[config.mk]
export PLATFORM = sky130hd
export DESIGN_NAME = dec_line_tx_flat
export DESIGN_NICKNAME = d
export VERILOG_FILES = /design/src/rtl/dec_line_tx_pkg.sv /design/src/rtl/dec_line_tx_if.sv /design/src/rtl/dec_line_tx_uart.sv /design/src/rtl/dec_line_tx.sv /design/src/flat_wrapper.sv
export SDC_FILE = /design/constraint.sdc
export NUM_CORES = 1
export LEC_CHECK = 0
export ABC_AREA = 1
export CAP_MARGIN = 20
export CORE_MARGIN = 5
export CORE_UTILIZATION = 56
export DETAILED_ROUTE_END_ITERATION = 7
export GPL_ROUTABILITY_DRIVEN = 0
export PLACE_DENSITY = 0.76
export SLEW_MARGIN = 20
export SYNTH_ARGS = -nofsm -noshare
export SYNTH_HDL_FRONTEND = slang
export SYNTH_SLANG_ARGS = --single-unit
[constraint.sdc]
create_clock -name clk -period 2.33 [get_ports clk]
set_input_delay 0.466 -clock clk [delete_from_list [all_inputs] [get_ports clk]]
set_output_delay 0.466 -clock clk [all_outputs]
set_load 0.1 [all_outputs]
[src/rtl/dec_line_tx_pkg.sv]
// dec_line_tx_pkg: shared constants and state types for the decimal line
// transmitter (dec_line_tx) and its byte serialiser.
package dec_line_tx_pkg;

  localparam logic [7:0] ASCII_CR   = 8'h0D;
  localparam logic [7:0] ASCII_LF   = 8'h0A;
  localparam logic [7:0] ASCII_ZERO = 8'h30;

  // Line-transmit FSM states.
  typedef enum logic [2:0] {
    T_IDLE = 3'd0,
    T_LOAD = 3'd1,
    T_SEND = 3'd2,
    T_NEXT = 3'd3,
    T_DONE = 3'd4
  } tx_state_e;

  // Ping-pong line buffer ownership.
  typedef enum logic [1:0] {
    FREE    = 2'd0,
    FILLING = 2'd1,
    FULL    = 2'd2
  } buf_state_e;

endpackage

[src/rtl/dec_line_tx_if.sv]
// dec_line_tx_if: digit-stream handshake between the binary-to-decimal
// converter (master) and dec_line_tx (slave).
//   in_data  [7:0] ASCII digit, most significant first
//   in_valid       one cycle per digit; consecutive cycles form a burst
//   in_ready       at least one line buffer is free
interface dec_line_tx_if;
  logic [7:0] in_data;
  logic       in_valid;
  logic       in_ready;

  modport master (output in_data, output in_valid, input in_ready);
  modport slave  (input in_data, input in_valid, output in_ready);
endinterface

[src/rtl/dec_line_tx_uart.sv]
// uart_tx_byte: 8N1 byte serialiser, every bit CLKS_PER_BIT cycles.
//   clk, rst   clock, synchronous active-high reset
//   start      launch a frame with data (accepted when idle or on done)
//   data[7:0]  byte to send, LSB first
//   tx         serial line, idles high
//   done       one-cycle pulse during the last cycle of the stop bit
module uart_tx_byte #(
  parameter int unsigned CLKS_PER_BIT = 868
) (
  input  logic       clk,
  input  logic       rst,
  input  logic       start,
  input  logic [7:0] data,
  output logic       tx,
  output logic       done
);
  localparam int unsigned CW = (CLKS_PER_BIT > 1) ? $clog2(CLKS_PER_BIT) : 1;
  localparam logic [CW-1:0] CNT_LAST = CW'(CLKS_PER_BIT - 1);

  logic          active_q;
  logic [CW-1:0] cnt_q;
  logic [3:0]    bit_q;    // 0 start, 1..8 data, 9 stop
  logic [8:0]    shreg_q;  // remaining data bits with the stop bit on top
  logic          tx_q;

  assign done = active_q && (bit_q == 4'd9) && (cnt_q == CNT_LAST);
  assign tx   = tx_q;

  always_ff @(posedge clk) begin
    if (rst) begin
      active_q <= 1'b0;
      cnt_q    <= '0;
      bit_q    <= '0;
      shreg_q  <= '1;
      tx_q     <= 1'b1;
    end else if (start && (!active_q || done)) begin
      // Accepting on done chains frames with no idle time between them.
      active_q <= 1'b1;
      cnt_q    <= '0;
      bit_q    <= '0;
      shreg_q  <= {1'b1, data};
      tx_q     <= 1'b0;
    end else if (active_q) begin
      if (cnt_q == CNT_LAST) begin
        cnt_q <= '0;
        if (bit_q == 4'd9) begin
          active_q <= 1'b0;
          tx_q     <= 1'b1;
        end else begin
          bit_q   <= bit_q + 4'd1;
          tx_q    <= shreg_q[0];
          shreg_q <= {1'b1, shreg_q[8:1]};
        end
      end else begin
        cnt_q <= cnt_q + 1'b1;
      end
    end
  end
endmodule

[src/rtl/dec_line_tx.sv]
// dec_line_tx: captures ASCII digit bursts into two ping-pong line buffers,
// appends CR LF and sends each line over an 8N1 UART, oldest line first.
//   clk, rst   clock, synchronous active-high reset
//   up         dec_line_tx_if.slave digit stream (in_data/in_valid/in_ready)
//   tx         UART serial line, idles high
//   busy       a line is buffered or being transmitted
//   overflow   sticky: a burst started with no free buffer
// Build option: DEC_LINE_TX_LZS_EN skips leading '0' characters of a line
// (the last digit is always sent).
module dec_line_tx #(
  parameter int unsigned CLKS_PER_BIT = 868,
  parameter int unsigned DIGITS       = 5
) (
  input  logic           clk,
  input  logic           rst,
  dec_line_tx_if.slave   up,
  output logic           tx,
  output logic           busy,
  output logic           overflow
);
  import dec_line_tx_pkg::*;

  localparam int unsigned IW = $clog2(DIGITS + 2);
  typedef logic [IW-1:0] idx_t;

  logic [7:0] mem_q [2][DIGITS];
  buf_state_e bst_q [2];
  idx_t       cnt_q [2];
  logic       claim_ptr_q, tx_ptr_q, cap_buf_q, in_burst_q, drop_q, overflow_q;
  logic [1:0] free_now;

  tx_state_e  st_q, st_d;
  idx_t       idx_q, idx_d, first_idx, sel_idx, line_cnt;
  logic       first_q, first_d;
  logic       ustart, udone;
  logic [7:0] ubyte;

  // A buffer released by T_DONE this cycle may be claimed in the same cycle.
  always_comb begin
    free_now[0] = (bst_q[0] == FREE) || ((st_q == T_DONE) && !tx_ptr_q);
    free_now[1] = (bst_q[1] == FREE) || ((st_q == T_DONE) &&  tx_ptr_q);
  end

  always_ff @(posedge clk) begin
    if (rst) begin
      bst_q[0]    <= FREE;
      bst_q[1]    <= FREE;
      cnt_q[0]    <= '0;
      cnt_q[1]    <= '0;
      claim_ptr_q <= 1'b0;
      cap_buf_q   <= 1'b0;
      in_burst_q  <= 1'b0;
      drop_q      <= 1'b0;
      overflow_q  <= 1'b0;
    end else begin
      if (st_q == T_DONE) bst_q[tx_ptr_q] <= FREE;
      if (up.in_valid && !in_burst_q) begin
        in_burst_q <= 1'b1;
        if (free_now[claim_ptr_q]) begin
          bst_q[claim_ptr_q] <= FILLING;
          cnt_q[claim_ptr_q] <= idx_t'(1);
          cap_buf_q          <= claim_ptr_q;
          claim_ptr_q        <= ~claim_ptr_q;
          drop_q             <= 1'b0;
        end else begin
          drop_q     <= 1'b1;
          overflow_q <= 1'b1;
        end
      end else if (up.in_valid) begin
        if (!drop_q && (cnt_q[cap_buf_q] < idx_t'(DIGITS)))
          cnt_q[cap_buf_q] <= cnt_q[cap_buf_q] + 1'b1;
      end else if (in_burst_q) begin
        in_burst_q <= 1'b0;
        if (!drop_q) bst_q[cap_buf_q] <= FULL;
      end
    end
  end

  always_ff @(posedge clk) begin
    if (up.in_valid && !in_burst_q && free_now[claim_ptr_q]) begin
      mem_q[claim_ptr_q][0] <= up.in_data;
    end else if (up.in_valid && in_burst_q && !drop_q) begin
      for (int unsigned p = 0; p < DIGITS; p++)
        if (cnt_q[cap_buf_q] == idx_t'(p)) mem_q[cap_buf_q][p] <= up.in_data;
    end
  end

  // Character feeding the serialiser: the line's first character on the
  // launch cycle, otherwise the one after the character now on the wire.
  always_comb begin
    line_cnt = cnt_q[tx_ptr_q];
    sel_idx  = first_q ? idx_q : idx_q + 1'b1;
    ubyte    = ASCII_LF;
    if (sel_idx == line_cnt) ubyte = ASCII_CR;
    for (int unsigned p = 0; p < DIGITS; p++)
      if ((sel_idx == idx_t'(p)) && (sel_idx < line_cnt)) ubyte = mem_q[tx_ptr_q][p];
  end

  always_comb begin
`ifdef DEC_LINE_TX_LZS_EN
    // Scan from the top so the lowest non-zero position wins.
    first_idx = line_cnt - 1'b1;
    for (int unsigned q = 0; q < DIGITS; q++) begin
      if ((idx_t'(DIGITS - 1 - q) < line_cnt - 1'b1) &&
          (mem_q[tx_ptr_q][DIGITS - 1 - q] != ASCII_ZERO))
        first_idx = idx_t'(DIGITS - 1 - q);
    end
`else
    first_idx = '0;
`endif
  end

  always_comb begin
    st_d    = st_q;
    idx_d   = idx_q;
    first_d = first_q;
    ustart  = 1'b0;
    case (st_q)
      T_IDLE: if (bst_q[tx_ptr_q] == FULL) st_d = T_LOAD;
      T_LOAD: begin
        idx_d   = first_idx;
        first_d = 1'b1;
        st_d    = T_SEND;
      end
      T_SEND: begin
        if (first_q) begin
          ustart  = 1'b1;
          first_d = 1'b0;
        end else if (udone) begin
          if (idx_q == line_cnt + 1'b1) begin
            st_d = T_DONE;
          end else begin
            // Next byte launches on the done cycle so frames abut.
            ustart = 1'b1;
            st_d   = T_NEXT;
          end
        end
      end
      T_NEXT: begin
        idx_d = idx_q + 1'b1;
        st_d  = T_SEND;
      end
      T_DONE:  st_d = T_IDLE;
      default: st_d = T_IDLE;
    endcase
  end

  always_ff @(posedge clk) begin
    if (rst) begin
      st_q     <= T_IDLE;
      idx_q    <= '0;
      first_q  <= 1'b0;
      tx_ptr_q <= 1'b0;
    end else begin
      st_q    <= st_d;
      idx_q   <= idx_d;
      first_q <= first_d;
      if (st_q == T_DONE) tx_ptr_q <= ~tx_ptr_q;
    end
  end

  uart_tx_byte #(.CLKS_PER_BIT(CLKS_PER_BIT)) u_uart (
    .clk   (clk),
    .rst   (rst),
    .start (ustart),
    .data  (ubyte),
    .tx    (tx),
    .done  (udone)
  );

  assign up.in_ready = (bst_q[0] == FREE) || (bst_q[1] == FREE);
  assign busy        = (bst_q[0] != FREE) || (bst_q[1] != FREE) || (st_q != T_IDLE);
  assign overflow    = overflow_q;
endmodule

[src/flat_wrapper.sv]
// flat-port wrapper written by rule: the top's interface ports become plain ports
module dec_line_tx_flat import dec_line_tx_pkg::*;
#(
  parameter int unsigned CLKS_PER_BIT = 868,
  parameter int unsigned DIGITS       = 5
)
  (clk, rst, tx, busy, overflow, up_in_data, up_in_valid, up_in_ready);
  dec_line_tx_if up_i ();
  input  logic clk;
  input  logic rst;
  output logic tx;
  output logic busy;
  output logic overflow;
  input wire logic [$bits(up_i.in_data)-1:0] up_in_data;
  input wire logic [$bits(up_i.in_valid)-1:0] up_in_valid;
  output wire logic [$bits(up_i.in_ready)-1:0] up_in_ready;
  assign up_i.in_data = up_in_data;
  assign up_i.in_valid = up_in_valid;
  assign up_in_ready = up_i.in_ready;
  dec_line_tx #(.CLKS_PER_BIT(CLKS_PER_BIT), .DIGITS(DIGITS)) u_core (.clk(clk), .rst(rst), .up(up_i), .tx(tx), .busy(busy), .overflow(overflow));
endmodule
# == After elaboration in Yosys (flattened, before gate mapping) ==
# Memory sizes are Yosys's and may differ from the RTL's. A register that Yosys moved wholly into a read port is not among the register bits.
# Index checks and enable logic that the tools add are counted.
# word_totals
reg_bits,37
ram_bits,90
inputBits,11
output_inout_bits,4
memories,3
# mem_list
name,depth,width,rd,rd_ports_with_merged_regs,write_ports,line,rtl
u_core.mem_q,2,40,1,1,1,dec_line_tx.sv:26,logic [7:0] mem_q [2][DIGITS];
u_core.cnt_q,2,3,2,2,2,dec_line_tx.sv:28,idx_t cnt_q [2];
u_core.bst_q,2,2,3,1,2,dec_line_tx.sv:27,buf_state_e bst_q [2];
# op_classes
add_sub_neg,5
magnitude_cmp,3
eq_ne,22
n_mux,104
bitwise_logic,4
reduce_logical,51
# ops
op,count
1-bit two-way mux,78
8-bit two-way mux,9
40-bit two-way mux,1
40-bit OR reduction,1
3-bit two-way mux,8
3-bit by 2-bit equality test with 1-bit output (second input constant),6
1-bit logical AND,15
2-bit nonzero test,6
10-bit by 1-bit adder with 10-bit output (second input constant),1
10-bit equality test (second input constant),1
10-bit two-way mux,1
2-bit OR reduction,5
3-bit by 1-bit adder with 3-bit output (second input constant),3
3-bit by 1-bit equality test with 1-bit output (second input constant),3
3-bit equality test (second input constant),3
3-bit logical NOT,3
3-bit one-hot mux with 3 select lines,1
3-bit AND reduction,3
3-bit equality test,2
1-bit logical OR,6
2-bit two-way mux,3
2-bit by 1-bit inequality test with 1-bit output (second input constant),3
3-bit one-hot mux with 2 select lines,1
2-bit AND reduction,3
other kinds (14),23

# == Logic depth before layout (Yosys ltp) ==
# logic_depth
ltp_word,12
ltp_mapped,22

# == By module ==
# A second synthesis with hierarchy kept.
# unflattened
hier_cells,663
hier_area_um2,6157.2
# modules_own_cells
module,n_inst,cells_per_inst,area_each_um2
dec_line_tx,1,498,4938.5
uart_tx_byte,1,165,1218.7

# == Worst setup path after synthesis ==
# No wires, ideal clock.
# synth_timing
path_type,register to output
startpoint,mem u_core.bst_q[1][1] in the netlist's numbering
endpoint,out up_in_ready
t_arrival_ns,2.515
required_time_ns,1.864
slack_ns,-0.651
stages_incl_launch_ff,2
path_buffers,0
cell_sequence,edfxtp_1 o21ai_0
# synth_lines
element,line,rtl
"start, declared",dec_line_tx.sv:27,
"end, declared",flat_wrapper.sv:16,output wire logic [$bits(up_i.in_ready)-1:0] up_in_ready;

==> parameters.txt <==
Parameter                              Value

Clock network
  Clock latency at the later pin of the worst-skew pair ... roughly 540 ps
  Root buffer selected by CTS ... clkbuf_8
  TritonCTS clock tree ... yes
  Total clock sinks ... 129
  Number of H-tree levels ... 4
  Maximum number of buffers from clock root to sink ... 2
  Clock-pin slew of the registers on the worst-case setup and hold paths ... 70 ps
  Hold buffer count at cts ... 0
  Number of buffers created by CTS ... 17

Layout
  Synthesis-to-layout area growth ... 23.0%
  Filler cells ... 747
  Number of standard cells in the layout, taps in and fillers out ... 843
  Fraction of layout instances using a drive strength above 1 ... 22.6%
  Most common library cell in the layout ignoring fill and taps ... nand2_1
  Utilization after layout ... 71.0%
  Final #Nets ... 718
  Leading cell types in the layout, fill and taps excluded ... nand2_1 (165), edfxtp_1 (90), nor2_1 (58), inv_1 (50), buf_4 (40)
  Inserted Diodes ... 0

Routing
  First-pass detailed-route iteration total ... 6
  Drc violations ... 0
  Detail Route Antenna Nets ... 0
  Routed wirelength normalized by instance count ... 16.4 um
  Final WL ... 13.8 mm
  Vias per cell ... 5.57
  Vias after detailed routing ... 4694
  Count of routing violations after the opening detailed-route iteration ... 385

GRT
  Largest net degree at the start of global routing ... 34
  Vias in the first global route ... 4608
  Overflow after GRT ... 0
  Global-route wire length before repair ... 21.9 mm
  Total routing usage reported by global routing ... between 20 and 25%
  Initial antenna violation count ... 0

Setup path
  Type of element launching the critical path ... flop
  Setup CP Type ... flop to flop
  Crit path required time ... 2810 ps
  Peak fanout along the critical path ... 5
  Endpoint arrival time on the critical path ... 2750 ps
  Critical path capture point type ... flop

Synth
  Synthesized Nets ... about 650
  Number of synthesis warnings ... 0
  Post-synthesis instance total ... 630
  Number of enable-type register cells in the synthesized netlist ... 90
  Async set-or-reset flop fraction in the synthesized netlist ... 0%
  Syn avg cell area ... 9.54 sq um
  Dominant synthesized flop cell ... edfxtp_1
  Area of the mapped netlist ... 6010 sq um
  Number of distinct standard cells referenced by the synthesized netlist ... 46
  FF+latch count, synth ... roughly 130
  Fraction of the yosys area taken by sequential cells ... between 50 and 60%

Placement
  Placed Cells ... 800
  Detailed-placement wirelength estimate ... slightly below 9 mm
  Input/output buffers ... 14

Floorplan
  Vertical extent of the die ... approximately 110 um
  Row count ... 37
  Total core area ... 10400 sq um
  Die Width ... 114 um
  Area of the die ... 12900 sq um
  Number of top-level pins ... 15
  Starting density of the core ... 57.7%

Timing
  Max Clk Rate ... 0.440 GHz
  Actual slew at the worst max-slew pin ... just under 600 ps
  Setup_tns ... 0 ps
  Final critical-path required period ... 2270 ps
  Endpoints failing hold ... 0
  Portion of the clock cycle consumed by the worst path in the final layout ... 97.6%
  Unrepaired setup endpoints after global routing ... true
  Slew HR ... 61.3%
  Number of pins with negative max-slew slack in the final report ... 0
  Worst setup skew after layout ... 10.6 ps
  Final setup violation count ... 0

Hold path
  Worst min path class ... flop to flop

Status
  Run status ... completed

Job
  Max-cap violations ... 0

Power
  Areal power density over the cells ... 905 nW/um^2
  Leak Pwr ... ~2.9 nW
  Worst IR drop on VDD ... 0.000641 V
## path summary, 6_finish.rpt
| kind | from | to | slack (ps) | cells after the start |
|---|---|---|---|---|
| hold / removal | u_core.u_uart.cnt_q[6] | u_core.u_uart.cnt_q[6] | 480 | 2 |
| setup / recovery | u_core.cnt_q[0][0] | u_core.u_uart.shreg_q[1] | 60 | 16 |
| setup reg to reg | u_core.cnt_q[0][0] | u_core.u_uart.shreg_q[1] | 60 | 16 |
| hold reg to reg | u_core.u_uart.cnt_q[6] | u_core.u_uart.cnt_q[6] | 480 | 2 |
## stage by stage
step	power [mW]	hold slack, ps	setup WS, ps	area, sq um
after floorplan	3.49	432	-100	6010
after detailed placement	3.80	472	-185	6500
after CTS	6.51	482	3.80	7120
after global placement	3.77	445	-165	6500
final	6.69	482	55.2	7390
after global routing	6.97	509	-115	7390
## where the power goes
part | internal [mW] | total, mW | leakage (nW) | switching (mW)
Sequential | 2.54 | 2.61 | 1.14 | 0.0706
Combinational | 0.503 | 1.37 | 1.51 | 0.870
Clock | 1.58 | 2.70 | 0.291 | 1.12
## flip-flops by register name, summed over array words and instances (netlist names), named ones only
register	flops
u_core.st_q	3
u_core.cap_buf_q	1
u_core.u_uart.cnt_q	10
u_core.overflow	1
u_core.bst_q	4
u_core.u_uart.shreg_q	8
u_core.tx_ptr_q	1
u_core.u_uart.bit_q	4
u_core.claim_ptr_q	1
u_core.first_q	1
u_core.idx_q	3
u_core.drop_q	1
u_core.mem_q	80
u_core.in_burst_q	1
u_core.u_uart.tx	1
u_core.cnt_q	6
u_core.u_uart.active_q	1
## cells in the mapped netlist, types with 2 or more instances
cell | n | share of area (%)
dfxtp_1 | 39 | 13
a211oi_1 | 2 | 0.25
nand2_2 | 11 | 1.1
nand3_4 | 2 | 0.58
a31oi_1 | 10 | 1.0
nand3_1 | 20 | 1.7
o21ai_0 | 9 | 0.75
or2_2 | 11 | 1.1
xor2_1 | 5 | 0.73
nand3_2 | 3 | 0.50
nor2_1 | 64 | 4.0
xnor2_1 | 3 | 0.44
nand4_1 | 10 | 1.0
o211ai_1 | 12 | 1.5
o221ai_1 | 2 | 0.29
inv_2 | 7 | 0.44
edfxtp_1 | 90 | 45
a21oi_1 | 16 | 1.3
inv_1 | 57 | 3.6
a21oi_2 | 2 | 0.29
buf_6 | 4 | 0.75
ha_1 | 13 | 2.7
o22ai_1 | 3 | 0.31
mux2i_1 | 8 | 1.3
nand2_1 | 171 | 11
o21ai_2 | 2 | 0.29
o21a_1 | 2 | 0.25
o21ai_1 | 7 | 0.58
buf_2 | 3 | 0.25
clkbuf_1 | 9 | 0.56
nor4_1 | 2 | 0.21
nor3_1 | 17 | 1.4
## worst max-delay path: stages, from the launching register on
cell      delay (ps)
edfxtp_1         460
nand2_4          100
o21ai_4           70
ha_4             160
xnor2_2          130
nor2_1           110
nor2_1            50
nand4_1          140
nand2_2           80
o21ai_2          170
nand2_2          120
buf_6            160
a31oi_1          130
nand2_1           90
nand2_1          100
nand2_1           60
nand2_1           70
## cell families after synthesis
family / synth area share (%)
DFF: 58.0
AOI/OAI and AO/OA: 7.48
adders and majority gates: 2.71
xor gates and xnor gates: 1.17
buffers and inverters: 5.94
and+or+nand+nor: 23.4
muxes: 1.33
## cell type report
type	instances	area, sq um	share of cell area [%]
multi-input combinational	419	2330	31.5
inverter	66	255	3.45
clock buffer	17	414	5.60
clock inverter	15	189	2.56
timing repair buffer	61	544	7.36
sequential	129	3490	47.2
tap	136	170	2.30
## layer usage
| metal | vias to the layer above | global-route usage [%] | wire (um) |
|---|---|---|---|
| li1 | 2259 | - | - |
| met1 | 2206 | 27.8 | 5750 |
| met2 | 183 | 36.2 | 6740 |
| met3 | 46 | 5.52 | 821 |
| met4 | 0 | 10.0 | 477 |
| met5 | - | 0 | 0 |
## timing repair
item,in CTS,in global routing
gates resized for setup,1,55
cloned,0,2
pin swaps,0,26
setup endpoints to repair,6,101
buffers inserted,2,8
(Power assumes the default switching activity.)
